**src/rtl/display_fmt_pkg.sv**
```systemverilog
// Shared types and constants for the $display argument formatter.
// Holds the format code enum, ASCII constants, field-width helpers and
// the FSM state encodings used by display_fmt_serializer.
package display_fmt_pkg;

    typedef enum logic [1:0] {
        FMT_DEC  = 2'd0,
        FMT_HEX  = 2'd1,
        FMT_BIN  = 2'd2,
        FMT_SDEC = 2'd3
    } fmt_e;

    localparam logic [7:0] ASC_SPACE = 8'h20;
    localparam logic [7:0] ASC_ZERO  = 8'h30;
    localparam logic [7:0] ASC_A     = 8'h61;
    localparam logic [7:0] ASC_MINUS = 8'h2D;
    localparam logic [7:0] ASC_LF    = 8'h0A;

    localparam int unsigned ST_W = 3;
    localparam logic [ST_W-1:0] ST_IDLE    = 3'd0;
    localparam logic [ST_W-1:0] ST_CONVERT = 3'd1;
    localparam logic [ST_W-1:0] ST_EMIT    = 3'd2;
    localparam logic [ST_W-1:0] ST_NEWLINE = 3'd3;
    localparam logic [ST_W-1:0] ST_MAG     = 3'd4;

    // ceil(w*log10(2)); w*log10(2) is never an integer, so the fixed-point
    // approximation cannot cross a digit boundary for w <= 64.
    function automatic int unsigned dec_digits(input int unsigned w);
        return (w * 30103 + 99999) / 100000;
    endfunction

    function automatic int unsigned hex_digits(input int unsigned w);
        return (w + 3) / 4;
    endfunction

endpackage

```
**src/rtl/bin2bcd_iter.sv**
```systemverilog
// Iterative double-dabble binary-to-BCD converter, one input bit per cycle.
// The first bit is absorbed while loading, so o_done pulses WIDTH cycles
// after i_start; o_bcd then holds until the next start.
// Ports: clk, rst (async, active-high), i_start, i_value, o_done, o_bcd.
module bin2bcd_iter #(
    parameter int unsigned WIDTH  = 8,
    parameter int unsigned DIGITS = 3
) (
    input  logic                  clk,
    input  logic                  rst,
    input  logic                  i_start,
    input  logic [WIDTH-1:0]      i_value,
    output logic                  o_done,
    output logic [4*DIGITS-1:0]   o_bcd
);

    localparam int unsigned BCD_W = 4 * DIGITS;
    localparam int unsigned CNT_W = $clog2(WIDTH + 1);

    logic [WIDTH-1:0] r_shift;
    logic [BCD_W-1:0] r_bcd;
    logic [CNT_W-1:0] r_cnt;
    logic             r_done;
    logic [BCD_W-1:0] w_adj;

    // Add-3 correction for every digit >= 5 ahead of the shift.
    for (genvar k = 0; k < int'(DIGITS); k++) begin : g_dig
        assign w_adj[4*k +: 4] = (r_bcd[4*k +: 4] >= 4'd5) ? (r_bcd[4*k +: 4] + 4'd3)
                                                           : r_bcd[4*k +: 4];
    end

    always_ff @(posedge clk or posedge rst) begin
        if (rst) begin
            r_shift <= '0;
            r_bcd   <= '0;
            r_cnt   <= '0;
            r_done  <= 1'b0;
        end else begin
            r_done <= 1'b0;
            if (i_start) begin
                r_shift <= i_value << 1;
                r_bcd   <= BCD_W'(i_value[WIDTH-1]);
                r_cnt   <= CNT_W'(WIDTH - 1);
                r_done  <= (WIDTH == 1);
            end else if (r_cnt != '0) begin
                r_bcd   <= {w_adj[BCD_W-2:0], r_shift[WIDTH-1]};
                r_shift <= r_shift << 1;
                r_cnt   <= r_cnt - CNT_W'(1);
                r_done  <= (r_cnt == CNT_W'(1));
            end
        end
    end

    assign o_done = r_done;
    assign o_bcd  = r_bcd;

endmodule

```
**src/rtl/display_fmt_serializer.sv**
```systemverilog
// Formats one $display argument (%d, %h, %b) into an ASCII byte stream,
// one byte per cycle on a valid/ready output, optionally followed by LF.
// Ports: clk, rst (async, active-high); arg_valid/arg_ready/arg_value/
// arg_fmt/arg_last token input; char_valid/char_ready/char_data byte
// output; busy while a token is in progress.
// Build option: FMT_SIGNED_EN enables arg_fmt=3 as signed decimal;
// otherwise arg_fmt=3 is plain unsigned decimal.
module display_fmt_serializer
    import display_fmt_pkg::*;
#(
    parameter int unsigned WIDTH = 8
) (
    input  logic             clk,
    input  logic             rst,
    input  logic             arg_valid,
    output logic             arg_ready,
    input  logic [WIDTH-1:0] arg_value,
    input  logic [1:0]       arg_fmt,
    input  logic             arg_last,
    output logic             char_valid,
    input  logic             char_ready,
    output logic [7:0]       char_data,
    output logic             busy
);

    localparam int unsigned DEC_DIGITS = dec_digits(WIDTH);
    localparam int unsigned HEX_DIGITS = hex_digits(WIDTH);
    localparam int unsigned HEX_W      = 4 * HEX_DIGITS;
    localparam int unsigned BCD_W      = 4 * DEC_DIGITS;
    localparam int unsigned IDX_W      = $clog2(WIDTH + 2);

    logic [ST_W-1:0]  r_state, w_state_nxt;
    logic [IDX_W-1:0] r_idx, w_idx_nxt;
    logic             r_char_valid, w_cv_nxt;
    logic [7:0]       r_char_data, w_cd_nxt;
    logic             r_arg_ready, r_busy;
    logic [WIDTH-1:0] r_value;
    fmt_e             r_fmt;
    logic             r_last;
    fmt_e             w_fmt_in;
    logic             w_load, w_start, w_done, w_neg;
    logic [WIDTH-1:0] w_conv_in;
    logic [BCD_W-1:0] w_bcd;

`ifdef FMT_SIGNED_EN
    logic             r_neg;
    logic [WIDTH-1:0] w_mag;
    assign w_fmt_in = fmt_e'(arg_fmt);
    assign w_neg    = r_neg;
    assign w_mag    = r_value[WIDTH-1] ? ((~r_value) + WIDTH'(1)) : r_value;
`else
    assign w_fmt_in = (arg_fmt == 2'd3) ? FMT_DEC : fmt_e'(arg_fmt);
    assign w_neg    = 1'b0;
`endif

    function automatic int unsigned field_len(input fmt_e f);
        case (f)
            FMT_HEX:  return HEX_DIGITS;
            FMT_BIN:  return WIDTH;
            FMT_SDEC: return DEC_DIGITS + 1;
            default:  return DEC_DIGITS;
        endcase
    endfunction

    // Character at field position pos (0 = leftmost) for the given token.
    function automatic logic [7:0] char_at(input fmt_e f, input logic [WIDTH-1:0] v,
                                           input logic [BCD_W-1:0] bcd, input logic neg,
                                           input int pos);
        logic [HEX_W-1:0] hv;
        logic [3:0]       nib;
        int               msd;
        int               kpos;
        logic [7:0]       c;
        hv  = HEX_W'(v);
        nib = 4'd0;
        msd = 0;
        kpos = 0;
        c   = ASC_SPACE;
        case (f)
            FMT_HEX: begin
                nib = 4'(hv >> (4 * (int'(HEX_DIGITS) - 1 - pos)));
                c   = (nib < 4'd10) ? (ASC_ZERO + 8'(nib)) : (ASC_A + 8'(nib) - 8'd10);
            end
            FMT_BIN: begin
                c = (1'(v >> (int'(WIDTH) - 1 - pos))) ? (ASC_ZERO + 8'd1) : ASC_ZERO;
            end
            default: begin
                // Digits above the most significant non-zero one are blanked;
                // digit 0 always prints, and '-' sits just left of the msd.
                for (int k = 0; k < int'(DEC_DIGITS); k++) begin
                    if (4'(bcd >> (4 * k)) != 4'd0) msd = k;
                end
                kpos = int'(field_len(f)) - 1 - pos;
                if (kpos > msd) begin
                    c = (neg && (kpos == msd + 1)) ? ASC_MINUS : ASC_SPACE;
                end else begin
                    c = ASC_ZERO + 8'(4'(bcd >> (4 * kpos)));
                end
            end
        endcase
        return c;
    endfunction

    bin2bcd_iter #(
        .WIDTH  (WIDTH),
        .DIGITS (DEC_DIGITS)
    ) u_bcd (
        .clk     (clk),
        .rst     (rst),
        .i_start (w_start),
        .i_value (w_conv_in),
        .o_done  (w_done),
        .o_bcd   (w_bcd)
    );

    // Next-state and next-output logic.
    always_comb begin
        w_state_nxt = r_state;
        w_idx_nxt   = r_idx;
        w_cv_nxt    = r_char_valid;
        w_cd_nxt    = r_char_data;
        w_load      = 1'b0;
        w_start     = 1'b0;
        w_conv_in   = arg_value;
        case (r_state)
            ST_IDLE: begin
                if (arg_valid) begin
                    w_load = 1'b1;
                    case (w_fmt_in)
                        FMT_DEC: begin
                            w_start     = 1'b1;
                            w_state_nxt = ST_CONVERT;
                        end
`ifdef FMT_SIGNED_EN
                        FMT_SDEC: w_state_nxt = ST_MAG;
`endif
                        default: begin
                            w_state_nxt = ST_EMIT;
                            w_idx_nxt   = '0;
                            w_cv_nxt    = 1'b1;
                            w_cd_nxt    = char_at(w_fmt_in, arg_value, w_bcd, 1'b0, 0);
                        end
                    endcase
                end
            end
`ifdef FMT_SIGNED_EN
            ST_MAG: begin
                w_start     = 1'b1;
                w_conv_in   = w_mag;
                w_state_nxt = ST_CONVERT;
            end
`endif
            ST_CONVERT: begin
                if (w_done) begin
                    w_state_nxt = ST_EMIT;
                    w_idx_nxt   = '0;
                    w_cv_nxt    = 1'b1;
                    w_cd_nxt    = char_at(r_fmt, r_value, w_bcd, w_neg, 0);
                end
            end
            ST_EMIT: begin
                if (r_char_valid && char_ready) begin
                    if (r_idx == IDX_W'(field_len(r_fmt) - 1)) begin
                        if (r_last) begin
                            w_state_nxt = ST_NEWLINE;
                            w_cd_nxt    = ASC_LF;
                        end else begin
                            w_state_nxt = ST_IDLE;
                            w_cv_nxt    = 1'b0;
                            w_cd_nxt    = 8'h00;
                        end
                    end else begin
                        w_idx_nxt = r_idx + IDX_W'(1);
                        w_cd_nxt  = char_at(r_fmt, r_value, w_bcd, w_neg, int'(r_idx) + 1);
                    end
                end
            end
            ST_NEWLINE: begin
                if (r_char_valid && char_ready) begin
                    w_state_nxt = ST_IDLE;
                    w_cv_nxt    = 1'b0;
                    w_cd_nxt    = 8'h00;
                end
            end
            default: begin
                w_state_nxt = ST_IDLE;
                w_cv_nxt    = 1'b0;
                w_cd_nxt    = 8'h00;
            end
        endcase
    end

    // State, registered outputs and latched token fields.
    always_ff @(posedge clk or posedge rst) begin
        if (rst) begin
            r_state      <= ST_IDLE;
            r_idx        <= '0;
            r_char_valid <= 1'b0;
            r_char_data  <= 8'h00;
            r_arg_ready  <= 1'b1;
            r_busy       <= 1'b0;
            r_value      <= '0;
            r_fmt        <= FMT_DEC;
            r_last       <= 1'b0;
`ifdef FMT_SIGNED_EN
            r_neg        <= 1'b0;
`endif
        end else begin
            r_state      <= w_state_nxt;
            r_idx        <= w_idx_nxt;
            r_char_valid <= w_cv_nxt;
            r_char_data  <= w_cd_nxt;
            r_arg_ready  <= (w_state_nxt == ST_IDLE);
            r_busy       <= (w_state_nxt != ST_IDLE);
            if (w_load) begin
                r_value <= arg_value;
                r_fmt   <= w_fmt_in;
                r_last  <= arg_last;
            end
`ifdef FMT_SIGNED_EN
            if (r_state == ST_MAG) begin
                r_neg <= r_value[WIDTH-1];
            end else if (w_load) begin
                r_neg <= 1'b0;
            end
`endif
        end
    end

    assign arg_ready  = r_arg_ready;
    assign busy       = r_busy;
    assign char_valid = r_char_valid;
    assign char_data  = r_char_data;

endmodule

```
**config.mk**
```make
export PLATFORM = sky130hd
export DESIGN_NAME = display_fmt_serializer
export DESIGN_NICKNAME = d
export VERILOG_FILES = /design/src/rtl/display_fmt_pkg.sv /design/src/rtl/bin2bcd_iter.sv /design/src/rtl/display_fmt_serializer.sv
export SDC_FILE = /design/constraint.sdc
export NUM_CORES = 1
export LEC_CHECK = 0
export BUFFER_PORTS_ARGS = -buffer_cell sky130_fd_sc_hd__buf_2
export CORE_UTILIZATION = 50
export CTS_CLUSTER_SIZE = 25
export DETAILED_ROUTE_END_ITERATION = 16
export MAX_ROUTING_LAYER = met4
export PLACE_DENSITY = 0.71
export SYNTH_ARGS = -nofsm -noshare
export SYNTH_HDL_FRONTEND = slang
export SYNTH_SLANG_ARGS = --single-unit
```
**constraint.sdc**
```tcl
create_clock -name clk -period 6.39 [get_ports clk]
set_input_delay 0.3195 -clock clk [delete_from_list [all_inputs] [get_ports clk]]
set_output_delay 0.3195 -clock clk [all_outputs]
set_load 0.005 [all_outputs]
```
==> summary.txt <==
Fmax - 0.286 GHz
Initial Utilization - 52.7%
Synthesized area - 0.00388 mm^2
Worst Setup End Kind - register
Top_reg_cell synth - dfrtp_1
Nets - 505
Inserted Clock Buffers - 5
Final Hold Fails - 0
Worst endpoint required time - 6.65 ns
Total power draw - 1.95 mW
Detailed Routing Iterations Pass 1 - 4
Core area - 0.00737 mm^2
Warnings from Yosys - 0
Final setup fails - 0
GPL Wtd Cong - 0.942
DRT Wirelength - 9270 um
Maximum VDD drop - 261 uV
Seq/Total Area, Yosys - 33.5%
Reg2reg setup slack - 2.90 ns
Clk sinks - 52
Layout cells sized above 1 - 14.0%
First-pass GRT wire length - 15600 um
Initial antenna violation count - 0
Vias per inst - 5.92
CTS clk-pin slew, worst paths - 0.11 ns
Post-synth EDFFs - 0
FP Rows - 31
Final setup TNS - 0 ns
# IOs - 26
Ant diodes - 0
Worst r2r dst - char_data[2]
Synth cell count leaders - nand2_1, dfrtp_1, a21oi_1, o21ai_0, nor2_1
Worst-Skew Late Latency - 0.32 ns
IO buf count - 24
GRT overflow - 0
Maxcap violations - 0
WL/cell - 16.5 um
Startpoint types - register
Power density cells - 474 mW/mm^2
Most common cell in the netlist - nand2_1
CP Class - register to register
Top cell type's share of synthesized area - 32.9%
Worst hold-check path type - primary input to async pin
Placed inst area - 0.00401 mm^2
GRT Total Usage - 24.6%
Worst reg2reg path depth - 10
Maximum buffer depth of the clock tree - 2
Yosys top cell by area - dfrtp_1
Status - completed
Fin area - 0.00411 mm^2
Synth Instances - 456
Max FO, Critical Path - 20
Setup Skew - 0.00766 ns
Share of flip-flops with an asynchronous set or reset - 100%
Layout area overhead - 5.76%
Synth Register Bits - 52
Number of H-tree levels - 2
Crit share post-route - 54.7%
Vias - 3334
Worst reg2reg path startpoint - r_idx[0]
Post-CTS sizing - 0
Clk root buf - clkbuf_8
Crit path time final - 3.49 ns
Final ANT Viol Nets - 0
Ranking of synthesized cells by area - dfrtp_1, ha_1, nand2_1
Setup bufs post-CTS - 0
Syn avg cell area - 8.52 um^2
Worst relative slew slack - 47.2%
Yosys cell types - 70
Vias in the first global route - 3190
Hold WS - 0.156 ns
Least-Margin Pin Slew - 0.787 ns
Largest net degree at the start of global routing - 53
CTS Hold Buffers Added - 0
Signal arrival time at the worst endpoint - 3.76 ns
Remaining DRCs - 0
Total of fill cells in the finished design - 690
DP Wirelength - 6850 um
Iter 0 DRT Violations - 282
Die W - 90.1 um
Leakage power - 1.81 nW
Die area - 0.00813 mm^2
RSZ-0062 raised after global routing - no
CTS tree - yes
Final Slew Violations - 0
Die Span Y - 90.1 um
-- critical path, stage by stage (launching register included) --
cell	delay, ns
dfrtp_1	0.81
ha_1	0.45
xor2_1	0.20
ha_1	0.50
ha_1	0.30
nor2b_1	0.13
o21ai_0	0.12
and4b_1	0.28
nand2_1	0.12
o41ai_1	0.32
a221o_1	0.20
-- state kept, by name (all words and copies together) (netlist names), 2 cells and up --
register,count
r_idx,4
u_bcd.r_shift,7
r_value,8
u_bcd.r_cnt,4
u_bcd.o_bcd,12
r_fmt,2
char_data,7
r_state,3
-- report_power, final --
part | total [mW] | leakage (nW) | internal [mW] | switching (mW)
Sequential | 0.637 | 0.661 | 0.455 | 0.182
Clock | 0.210 | 0.0463 | 0.0808 | 0.129
Combinational | 1.10 | 1.10 | 0.482 | 0.620
Total | 1.95 | 1.81 | 1.02 | 0.930
-- cell usage in the layout (no fill, tap or decap), types with 4 or more instances in the layout --
cell type	Yosys	final
and2_1	4	4
xor2_1	4	4
nand2b_1	11	11
nand4_1	5	5
ha_1	27	27
inv_1	21	20
xnor2_1	9	9
a21oi_1	32	32
o22ai_1	5	5
mux2_2	11	11
o31ai_1	4	4
nor3_1	8	8
a211oi_1	9	9
clkbuf_8	0	5
nor3b_1	4	4
mux2i_1	11	11
nor2_1	28	28
a31oi_1	11	11
nand3_1	10	10
buf_2	6	24
nand2_1	65	65
o21ai_0	31	31
dfrtp_1	51	51
-- final cells by class --
cell class	instances	area (um^2)	share of cell area (%)
clock buffers	5	68.8	1.67
clock inverters	3	27.5	0.670
inverters	23	86.3	2.10
multi-input cells	356	2370	57.7
flip-flops and latches	52	1300	31.7
well taps	99	124	3.01
repair buffers	25	128	3.11
-- through the flow --
stage | cells | setup slack, ns | util [%]
2_1_floorplan | 457 | 3.67 | -
5_1_grt | 563 | 2.61 | 55.8
3_5_place_dp | 555 | 2.92 | 54.4
4_1_cts | 563 | 2.89 | 55.8
6_report | 563 | 2.90 | 55.8
3_3_place_gp | 555 | 3.02 | 54.4
-- cells by family (layout without fill, tap and decap cells) --
family	Yosys count	count (layout)	synth area share, %
simple gates	164	164	21.3
compound gates	124	124	20.4
buf+inv	49	56	5.51
mux	24	24	6.89
flops	52	52	33.5
fa+ha+maj	28	28	8.99
other cells	1	2	0.0965
xor+xnor	14	14	3.35
-- metal layers --
layer | up-vias | share of wire [%] | global-route usage [%] | wire [um]
met5 | - | 0 | - | 0
met4 | 0 | 2.1 | 7.66 | 196
met3 | 15 | 4.8 | 3.38 | 448
met2 | 74 | 46 | 38.4 | 4230
met1 | 1601 | 47 | 33.3 | 4390
li1 | 1644 | - | - | -
-- worst max path at each step --
stage,from,end,slack [ns],cells after the start
6_report,r_idx[0],char_data[2],2.90,10
3_3_place_gp,r_idx[0],char_data[2],3.02,10
5_1_grt,r_idx[0],char_data[2],2.61,10
2_1_floorplan,r_idx[1],char_data[2],3.67,11
3_5_place_dp,r_idx[0],char_data[2],2.92,10
4_1_cts,r_idx[0],char_data[2],2.89,10
(Power assumes the default switching activity.)
